## config.mk

```make
export PLATFORM = sky130hd
export DESIGN_NAME = uart_rx
export DESIGN_NICKNAME = d
export VERILOG_FILES = /design/src/rtl/uart_rx.sv
export SDC_FILE = /design/constraint.sdc
export NUM_CORES = 1
export LEC_CHECK = 0
export BUFFER_PORTS_ARGS = -buffer_cell sky130_fd_sc_hd__buf_4
export CAP_MARGIN = 5
export CORE_MARGIN = 2
export CORE_UTILIZATION = 45
export CTS_CLUSTER_SIZE = 20
export DETAILED_ROUTE_END_ITERATION = 10
export PLACE_DENSITY_LB_ADDON = 0.3
export SLEW_MARGIN = 20
export SYNTH_ARGS = -nofsm -noshare
export SYNTH_HDL_FRONTEND = slang
export SYNTH_SLANG_ARGS = --single-unit
```

## constraint.sdc

```tcl
create_clock -name clk -period 2.2 [get_ports clk]
set_input_delay 0.33 -clock clk [delete_from_list [all_inputs] [get_ports clk]]
set_output_delay 0.33 -clock clk [all_outputs]
set_load 0.01 [all_outputs]
```

## src/rtl/uart_rx.sv

```systemverilog
// uart_rx: 8N1 UART receiver, LSB first, idle-high line.
// Samples each bit at mid-period from a two-flop synchronised copy of rxd and
// hands complete bytes to the consumer through a valid/ack level handshake.
// A stop bit sampled low raises a one-cycle frame_err and the byte is dropped;
// a byte landing on top of an unconsumed one sets the sticky overrun flag.
module uart_rx #(
    parameter int BIT_TMR_MAX = 869
) (
    input  logic       clk,
    input  logic       rst,
    input  logic       rxd,
    input  logic       ack,
    output logic [7:0] data_rx,
    output logic       valid,
    output logic       frame_err,
    output logic       overrun,
    output logic       busy
);

    localparam int HALF_BIT = BIT_TMR_MAX / 2;
    localparam int TW       = $clog2(BIT_TMR_MAX + 1);

    localparam logic [TW-1:0] HALF_LAST = TW'(HALF_BIT - 1);
    localparam logic [TW-1:0] BIT_LAST  = TW'(BIT_TMR_MAX - 1);

    localparam logic [2:0] ST_IDLE  = 3'd0;
    localparam logic [2:0] ST_START = 3'd1;
    localparam logic [2:0] ST_DATA  = 3'd2;
    localparam logic [2:0] ST_STOP  = 3'd3;
    localparam logic [2:0] ST_BREAK = 3'd4;

    logic          rxd_meta;
    logic          rxd_s;
    logic [2:0]    state;
    logic [TW-1:0] timer;
    logic [2:0]    idx;
    logic [7:0]    shift;
    logic          tick;
    logic          load;
    logic          bad_stop;

    // Two-flop synchroniser; both flops reset to the idle (high) line level.
    always_ff @(posedge clk or posedge rst) begin
        if (rst) begin
            rxd_meta <= 1'b1;
            rxd_s    <= 1'b1;
        end else begin
            rxd_meta <= rxd;
            rxd_s    <= rxd_meta;
        end
    end

    // Sample event: half a bit into the start bit, a full bit for data and stop.
    always_comb begin
        tick = 1'b0;
        case (state)
            ST_START:         tick = (timer == HALF_LAST);
            ST_DATA, ST_STOP: tick = (timer == BIT_LAST);
            default:          tick = 1'b0;
        endcase
    end

    assign load     = (state == ST_STOP) && tick && rxd_s;
    assign bad_stop = (state == ST_STOP) && tick && !rxd_s;
    assign busy     = (state != ST_IDLE);

    // Frame FSM with bit timer, bit index and LSB-first shift register.
    always_ff @(posedge clk or posedge rst) begin
        if (rst) begin
            state <= ST_IDLE;
            timer <= '0;
            idx   <= '0;
            shift <= '0;
        end else begin
            if (state == ST_IDLE || state == ST_BREAK || tick)
                timer <= '0;
            else
                timer <= timer + 1'b1;

            case (state)
                ST_IDLE: begin
                    idx <= '0;
                    if (!rxd_s)
                        state <= ST_START;
                end
                ST_START: begin
                    if (tick)
                        state <= rxd_s ? ST_IDLE : ST_DATA;
                end
                ST_DATA: begin
                    if (tick) begin
                        shift <= {rxd_s, shift[7:1]};
                        if (idx == 3'd7) begin
                            idx   <= '0;
                            state <= ST_STOP;
                        end else begin
                            idx <= idx + 1'b1;
                        end
                    end
                end
                ST_STOP: begin
                    if (tick)
                        state <= rxd_s ? ST_IDLE : ST_BREAK;
                end
                ST_BREAK: begin
                    // A line held low (break) must go high before a new frame can start.
                    if (rxd_s)
                        state <= ST_IDLE;
                end
                default: begin
                    state <= ST_IDLE;
                end
            endcase
        end
    end

    // Output register: byte hand-off, ack/overrun bookkeeping and frame_err pulse.
    always_ff @(posedge clk or posedge rst) begin
        if (rst) begin
            data_rx   <= '0;
            valid     <= 1'b0;
            frame_err <= 1'b0;
            overrun   <= 1'b0;
        end else begin
            frame_err <= bad_stop;
            if (load) begin
                // A simultaneous ack consumes the old byte, so overrun is left alone.
                data_rx <= shift;
                valid   <= 1'b1;
                if (valid && !ack)
                    overrun <= 1'b1;
            end else if (valid && ack) begin
                valid   <= 1'b0;
                overrun <= 1'b0;
            end
        end
    end

endmodule

```

==> results.json, run 1 <==
{
  "rrSetupSlack_ps": 200,
  "dp_hpwl_um": 2290,
  "r2r_cells": 5,
  "vias_per_cell": 5.40,
  "firstDrtPassIters": 4,
  "insertion_delay_ps": 290,
  "setup.worst_path.start_class": "flip-flop",
  "final_common_cell": "dfrtp_1",
  "dieArea_sq_um": 4440,
  "ctsHoldBuffers": 0,
  "synthTopCellsByArea": "dfrtp_1 50%, mux2_2 6.4%, mux2_4 5.9%",
  "io_buffers": 15,
  "min_period_over_period": 0.910,
  "clock_tree.root_cell": "clkbuf_8",
  "grtUsageTotal": 0.169,
  "std_cell_rows": 22,
  "power_density_nw_per_um2": 563,
  "layout_common_cells": "35 x dfrtp_1, 23 x buf_4, 10 x nor3_1, 10 x mux2_2",
  "place.gp.congestion": 0.806,
  "r2r-end": "data_rx[5]",
  "htreeDepth": 2,
  "rsz0062_at_grt": "no",
  "ys_warn_count": 0,
  "slew_violations": 0,
  "yosysTopAreaCell": "dfrtp_1",
  "crit_start": "state[1]",
  "clk_path_buf_depth": 2,
  "antenna_found_initial": 0,
  "hold_viol_final": 0,
  "worst_ep_required_time_ps": 2370,
  "reg2reg_from": "state[1]",
  "synthesis.nets": 143,
  "antenna_left": 0,
  "worstMarginPinSlew_ps": 698,
  "cap_violations": 0,
  "cp.arrival_ps": 2170,
  "layout-drive-gt1-share": 0.377,
  "max-slew-margin-rel": 0.533,
  "worst_clock_skew_ps": 9.23,
  "synth-seq-cells": 37,
  "setup_tns_ps": 0,
  "first_iter_violations": 47,
  "drt_wl_total_um": 3190,
  "clock.fmax_ghz": 0.500,
  "synth_area_sq_um": 1770,
  "grt_pass1_wl_um": 5520,
  "synth_top_cell_area_share": 0.496,
  "cts_setup_buffers": 0,
  "placedCellCount": 202,
  "fp.coreArea_sq_um": 3720,
  "grt_overflow_total": 0,
  "fp.dieW_um": 66.7,
  "worstSetupPathType": "flip-flop to flip-flop",
  "diodes": 0,
  "fin_crit_ps": 2000,
  "grt_max_degree": 38,
  "cts_tree": "done",
  "pin_count": 16,
  "postSynthAreaPerCell_sq_um": 13.0,
  "leakage_uw": 0.00100,
  "path_max_fanout": 9,
  "cts_resized": 0,
  "cts.sinks": 37,
  "start_util": 0.475,
  "min_path_type": "input pin to async pin",
  "setup_violations": 0,
  "synth.distinct_cells": 43,
  "crit_end": "data_rx[5]",
  "endpoint_kind": "flip-flop",
  "num_vias": 1134,
  "fin_nets": 168,
  "wire_per_inst_um": 15.2,
  "cts.reportedPaths.clkPinSlew_ps": 70,
  "dieHeight_um": 66.7,
  "syn-instance-count": 136,
  "status": "complete, no violations",
  "stdcell_count": 210,
  "synth-seq-area-share": 0.525,
  "remaining_drc_errors": 0,
  "cts_made_buffers": 5,
  "grt_pass1_vias": 1123,
  "ir_worst_vdd_uv": 328,
  "fillCellCount": 304,
  "area.growth.synth_to_final_pct": 16.2
}
-- per-layer routing --
metal / track usage / vias up / share of wire / wire length, um
met1: 0.230 / 570 / 0.48 / 1520
met4: 0.0765 / 0 / 0.0091 / 29
met5: 0 / - / 0 / 0
met3: 0.0372 / 4 / 0.028 / 90
met2: 0.256 / 17 / 0.49 / 1550
li1: - / 543 / - / -
-- worst min-delay path by stage --
stage / start / end / slack (ps) / cells past startpoint
after floorplan: rxd / rxd_meta / 330 / 0
after global placement: rxd_meta / rxd_s / 350 / 0
after detailed placement: rxd_meta / rxd_s / 350 / 0
after CTS: rxd / rxd_meta / 140 / 1
after global routing: rxd / rxd_meta / 130 / 1
final: rst / valid / 150 / 3
-- sequential cells by signal (all words and copies together) (netlist names) --
signal / flops
overrun: 1
state: 3
frame_err: 1
shift: 8
timer: 10
valid: 1
data_rx: 8
idx: 3
rxd_s: 1
rxd_meta: 1
-- worst max-delay path: stages, from the launching register on --
cell and delay (ps):
dfrtp_1 440, buf_4 160, nor2b_1 220, nand3_1 210, a211oi_4 450, mux2_2 400
-- area by class of cell --
type | count | area [sq um] | share of cell area
Tap cell | 48 | 60.1 | 0.0293
Sequential cell | 37 | 928 | 0.452
Timing Repair Buffer | 23 | 173 | 0.0841
Multi-Input combinational cell | 89 | 792 | 0.386
Inverter | 5 | 18.8 | 0.00914
Clock inverter | 1 | 5.00 | 0.00244
Clock buffer | 7 | 76.3 | 0.0372
-- metrics by stage --
stage	instance area (sq um)	total power [uW]	util	setup slack, ps	hold slack, ps
final	2050	1150	0.553	198	149
after floorplan	1770	708	-	316	334
after CTS	2050	1170	0.553	186	142
after global routing	2050	1210	0.553	73.2	133
after detailed placement	1970	719	0.531	196	349
after global placement	1970	718	0.531	243	347
-- cells by family (layout without fill, tap and decap cells) --
kind of cell / Yosys count / count (layout) / share of synthesized area
mux: 20 / 20 / 0.140
xor+xnor: 8 / 8 / 0.0397
fa+ha+maj: 3 / 3 / 0.0212
flops: 37 / 37 / 0.525
buf+inv: 10 / 36 / 0.0262
compound gates: 11 / 11 / 0.0666
simple gates: 47 / 47 / 0.181
-- cell usage after synthesis (all sizes together) --
cell type and count:
dfstp 2, o211ai 1, nand3 4, and4bb 3, nand2 7, inv 5, nand2b 1, nor2b 2
or3 1, and4 1, o221ai 1, clkbuf 4, nor3b 2, or2 2, o2111ai 1, and2 2
buf 1, a211o 1, nor2 3, xor2 7, ha 3, a211oi 2, nor3 10, a32o 1
dfrtp 35, mux2 17, a2111oi 2, xnor2 1, and3 2, nand4 3, mux2i 3, and4b 1
nor4b 1, nand4b 1, or2b 1, a21oi 2
-- power by group --
group / switching [uW] / leakage (uW) / internal [uW]
Clock: 228 / 0.0000422 / 222
Sequential: 2.04 / 0.000490 / 683
Combinational: 14.1 / 0.000472 / 5.07
Total: 244 / 0.00100 / 911
(Power assumes the default switching activity.)
==> run 2, diff against run 1 <==
Clock period 2.2 ns to 2.12 ns, I/O delays scaled along.
==> run 2 against run 1 <==
Compared with the run above:
- count of clock-buffer cells in the layout is 1 lower
- non-clock buffer count increased by 3
- critical path depth is the same
- utilization is 0.84 points higher
- hold slack worse by 26 ps
- maximum frequency hardly changed
- clock skew increased by 1.4 ps
- first-iteration DRC count increased by 13%
- via count grew 0.44%
- die area stayed put
- routed wire length down 1.9%
- critical endpoint is now shift[4]
==> results.json, run 2 (synthesis results as in run 1) <==
{
  "rsz0062_at_grt": "no",
  "status": "complete, no violations",
  "setup_tns_ps": 0,
  "layout-drive-gt1-share": 0.396,
  "worst_ep_required_time_ps": 2290,
  "fin_area_sq_um": 2080,
  "slowest_delay_ps": 430,
  "dieHeight_um": 66.7,
  "std_cell_rows": 22,
  "first_iter_violations": 53,
  "start_util": 0.475,
  "worstSetupPathType": "flip-flop to flip-flop",
  "placed_area_sq_um": 1990,
  "antenna_left": 0,
  "r2r_cells": 5,
  "dp_hpwl_um": 2310,
  "min_period_over_period": 0.944,
  "final_common_cell": "dfrtp_1",
  "wire_per_inst_um": 14.8,
  "leakage_uw": 0.00102,
  "drt_wl_total_um": 3130,
  "max-slew-margin-rel": 0.685,
  "clock.fmax_ghz": 0.500,
  "diodes": 0,
  "fp.coreArea_sq_um": 3720,
  "cts_resized": 0,
  "path_delay_family": "simple AND/OR/NAND/NOR gates",
  "rrSetupSlack_ps": 120,
  "worst_clock_skew_ps": 10.7,
  "cts.sinks": 37,
  "cts_tree": "done",
  "clock_tree.root_cell": "clkbuf_8",
  "fin_nets": 171,
  "cts_setup_buffers": 0,
  "setup.worst_path.start_class": "flip-flop",
  "slew_violations": 0,
  "power_density_nw_per_um2": 586,
  "area.growth.synth_to_final_pct": 18.0,
  "remaining_drc_errors": 0,
  "firstDrtPassIters": 4,
  "fp.dieW_um": 66.7,
  "cp.arrival_ps": 2170,
  "ctsHoldBuffers": 0,
  "largest_register_ffs": 10,
  "place.gp.congestion": 0.815,
  "cap_violations": 0,
  "r2r-end": "shift[4]",
  "io_buffers": 15,
  "htreeDepth": 2,
  "fillCellCount": 323,
  "grt_overflow_total": 0,
  "clk_path_buf_depth": 2,
  "cp_slowest_cell": "dfrtp_1",
  "setup_violations": 0,
  "endpoint_kind": "flip-flop",
  "ir_worst_vdd_uv": 508,
  "cts.reportedPaths.clkPinSlew_ps": 70,
  "crit_path_cell_trace": "and4bb_2 > nand4b_4 > a2111oi_4 > buf_4 > mux2_4",
  "path_max_fanout": 5,
  "top_register": "timer",
  "antenna_found_initial": 0,
  "reg_top3": "timer (10), data_rx (8), shift (8)",
  "crit_start": "timer[7]",
  "grtUsageTotal": 0.168,
  "fin_crit_ps": 2000,
  "num_vias": 1139,
  "worstMarginPinSlew_ps": 460,
  "grt_max_degree": 38,
  "reg2reg_from": "timer[7]",
  "min_path_type": "input pin to async pin",
  "vias_per_cell": 5.37,
  "hold_viol_final": 0,
  "crit_buf_inv": 1,
  "insertion_delay_ps": 290,
  "dieArea_sq_um": 4440,
  "grt_pass1_vias": 1145,
  "cts_made_buffers": 5,
  "pin_count": 16,
  "grt_pass1_wl_um": 5460,
  "layout_common_cells": "35 x dfrtp_1, 26 x buf_4, 10 x nor3_1, 10 x mux2_2"
}
==> run 2: cell types whose count changed in the layout (fill, tap and decap cells not counted) <==
cell        before  now
clkinv_2         1    0
clkbuf_1         2    0
clkbuf_8         5    6
buf_4           23   26
clkinvlp_4       0    1
==> run 2: layout make-up <==
class	instances	area, sq um	share of cell area
Inverter	5	18.8	0.00900
Multi-Input combinational cell	89	792	0.380
Clock inverter	1	7.51	0.00360
Clock buffer	6	82.6	0.0396
Timing Repair Buffer	26	195	0.0936
Tap cell	48	60.1	0.0288
Sequential cell	37	928	0.445
==> run 2: per-layer routing <==
metal / wire length (um) / global-route usage / vias to the layer above / share of wire
met5: 0 / 0 / - / 0
met4: 43 / 0.0612 / 0 / 0.014
met3: 98 / 0.0507 / 4 / 0.031
met2: 1590 / 0.264 / 14 / 0.51
met1: 1400 / 0.220 / 577 / 0.45
li1: - / - / 544 / -
==> run 2: tightest hold or removal path: cells and delay by family <==
family / cells / cell delay [ps]
buffers and inverters: 3 / 520
==> run 2: where the power goes <==
part           leakage [uW]  total [uW]  switching, uW  internal, uW
logic              0.000488        19.5           14.3          5.25
registers          0.000490         711           1.99           709
clock network     0.0000433         491            234           257
==> run 2: metrics by stage <==
stage | hold WS [ps] | setup slack (ps) | std cells | util | power (uW)
floorplan | 322 | 236 | 136 | - | 735
global placement | 348 | 155 | 205 | 0.537 | 746
detailed placement | 349 | 111 | 205 | 0.537 | 746
CTS | 133 | 108 | 212 | 0.561 | 1240
global route | 126 | 47.7 | 212 | 0.561 | 1270
finish | 123 | 119 | 212 | 0.561 | 1220
==> run 2: worst max-delay path by stage <==
stage                     cells past startpoint        to  slack [ps]
after floorplan                               5  shift[0]         240
after global placement                        5  shift[2]         160
after detailed placement                      5  shift[3]         110
after CTS                                     5  shift[3]         110
after global routing                          5  shift[4]          50
final                                         5  shift[4]         120
==> run 3, diff against run 2 <==
Settings changed: ABC_AREA set to 1.
==> run 3 against run 2 <==
Compared with the run above:
- synthesized cell count increased by 42%
- critical endpoint is now busy
- sequential share of layout area grew 0.62 points
- sequential power about the same
- largest cell class unchanged
- count of clock-buffer cells in the layout is 1 lower
- register-to-register slack better by 430 ps
- largest power group unchanged
- non-clock buffer count shrank 9
- via count rose by 10%
- sequential cell count is the same
==> results.json, run 3 <==
{
  "status": "complete, no violations",
  "fin_nets": 220,
  "top_register": "timer",
  "max-slew-margin-rel": 0.692,
  "insertion_delay_ps": 290,
  "cap_violations": 0,
  "vias_per_cell": 4.80,
  "cp_slowest_cell": "dfrtp_1",
  "slew_violations": 0,
  "synthTopCellsByArea": "dfrtp_1 49%, nand2_1 10%, o21ai_2 7.9%",
  "r2r_cells": 9,
  "dp_slack_ps": 568,
  "layout_common_cells": "49 x nand2_1, 35 x dfrtp_1, 26 x inv_1",
  "synth-seq-cells": 37,
  "grt_overflow_total": 0,
  "synthesis.nets": 200,
  "leakage_uw": 0.00102,
  "min_period_over_period": 0.788,
  "async_flop_share": 1.00,
  "num_vias": 1257,
  "pin_count": 16,
  "clock.fmax_ghz": 0.598,
  "fp.coreArea_sq_um": 3740,
  "synth_edf_count": 0,
  "clk_path_buf_depth": 2,
  "synth_top_cell_area_share": 0.492,
  "cts_resized": 0,
  "cts.sinks": 37,
  "cts_tree": "done",
  "io_buffers": 15,
  "worst_slack_ps": 449,
  "wire_per_inst_um": 11.0,
  "antenna_found_initial": 0,
  "slowest_delay_ps": 450,
  "grt_pass1_vias": 1204,
  "setup_violations": 0,
  "synth-seq-area-share": 0.522,
  "diodes": 0,
  "dieArea_sq_um": 4470,
  "first_iter_violations": 49,
  "place.gp.congestion": 0.892,
  "std_cell_rows": 22,
  "start_util": 0.475,
  "cts_made_buffers": 5,
  "worst_ep_required_time_ps": 1800,
  "antenna_left": 0,
  "grt_pass1_wl_um": 5150,
  "cts_setup_buffers": 0,
  "reg_top3": "timer (10), data_rx (8), shift (8)",
  "hold_viol_final": 0,
  "synth.distinct_cells": 25,
  "yosysTopAreaCell": "dfrtp_1",
  "rsz0062_at_grt": "no",
  "syn-instance-count": 193,
  "min_path_type": "input pin to async pin",
  "dieHeight_um": 66.9,
  "firstDrtPassIters": 4,
  "cp.arrival_ps": 1350,
  "worstSetupPathType": "flip-flop to primary output",
  "setup.worst_path.start_class": "flip-flop",
  "ys_warn_count": 0,
  "area.growth.synth_to_final_pct": 15.5,
  "fp.dieW_um": 66.9,
  "worst_clock_skew_ps": 8.82,
  "hold_ws_ps": 138,
  "synth_area_sq_um": 1780,
  "synthTopCellsByCount": "49 x nand2_1, 35 x dfrtp_1, 26 x inv_1",
  "largest_register_ffs": 10,
  "endpoint_kind": "primary output",
  "postSynthAreaPerCell_sq_um": 9.22,
  "setup_tns_ps": 0,
  "power_density_nw_per_um2": 702,
  "drt_wl_total_um": 2870,
  "fillCellCount": 335,
  "layout-drive-gt1-share": 0.257,
  "fin_crit_ps": 1670,
  "cts.reportedPaths.clkPinSlew_ps": 70,
  "remaining_drc_errors": 0,
  "crit_path_cell_trace": "inv_2 > nand2_1 > nor2_1 > inv_1 > buf_4",
  "path_max_fanout": 5,
  "final_common_cell": "nand2_1",
  "worstMarginPinSlew_ps": 461,
  "htreeDepth": 2,
  "dp_hpwl_um": 2010,
  "grt_max_degree": 38,
  "ir_worst_vdd_uv": 506,
  "clock_tree.root_cell": "clkbuf_8",
  "synth_top_flop_cell": "dfrtp_1",
  "synth.most_common_cell": "nand2_1",
  "ctsHoldBuffers": 0,
  "grtUsageTotal": 0.154
}
run 3: cell count changes after synthesis, moves of 5 or more:
cell / before / now
nand2_1: 5 / 49
inv_1: 5 / 26
o21ai_2: 0 / 16
nor2_1: 3 / 16
mux2_2: 10 / 0
mux2_4: 7 / 0
nand3_1: 4 / 10
xor2_1: 7 / 1
nor3_1: 10 / 5
run 3: final cells by class:
cell class              count  area (sq um)  area share
clock buffers               5          68.8      0.0335
clock inverters             3          65.1      0.0316
inverters                  28           105      0.0511
multi-input cells         124           701       0.341
flip-flops and latches     37           928       0.452
well taps                  48          60.1      0.0292
repair buffers             17           128      0.0621
run 3: cells by family (layout without fill, tap and decap cells):
family | after synthesis | in the layout | synth area share
buffers and inverters | 32 | 53 | 0.0844
AO/OA/AOI/OAI | 23 | 23 | 0.106
XOR/XNOR | 1 | 1 | 0.00492
flip-flops | 37 | 37 | 0.522
AND/OR/NAND/NOR | 97 | 97 | 0.262
adder cells (fa/ha/maj) | 3 | 3 | 0.0211
run 3: final timing paths:
kind                       startpoint        to  slack, ps
setup / recovery             state[0]      busy        450
hold / removal                    rst   overrun        140
setup reg to reg             state[1]  state[0]        550
hold reg to reg              rxd_meta     rxd_s        360
max in group asynchronous         rst  rxd_meta       1630
min in group clk                  rxd  rxd_meta        140
run 3: power breakdown:
part | leakage (uW) | total, uW | switching (uW) | internal (uW)
logic | 0.000453 | 22.1 | 16.5 | 5.58
registers | 0.000495 | 710 | 1.03 | 709
clock network | 0.0000681 | 710 | 243 | 467
total | 0.00102 | 1440 | 261 | 1180
run 3: per-layer routing:
metal  up-vias  global-route usage  wire length, um
li1        651                   -                -
met1       573               0.195             1370
met2        29               0.244             1310
met3         4              0.0473              151
met4         0              0.0638               40
met5         -                   0                0
run 3: stage by stage:
stage,power (uW),utilization,cells,area (sq um)
2_1_floorplan,736,-,193,1780
3_3_place_gp,747,0.513,254,1920
3_5_place_dp,747,0.513,254,1920
4_1_cts,1460,0.549,262,2060
5_1_grt,1500,0.549,262,2060
6_report,1440,0.549,262,2060
run 3: critical path, delay by kind of cell, from the launching register on:
kind          cells  cell delay (ps)
simple gates      2              220
flops             1              450
buf+inv           3              400
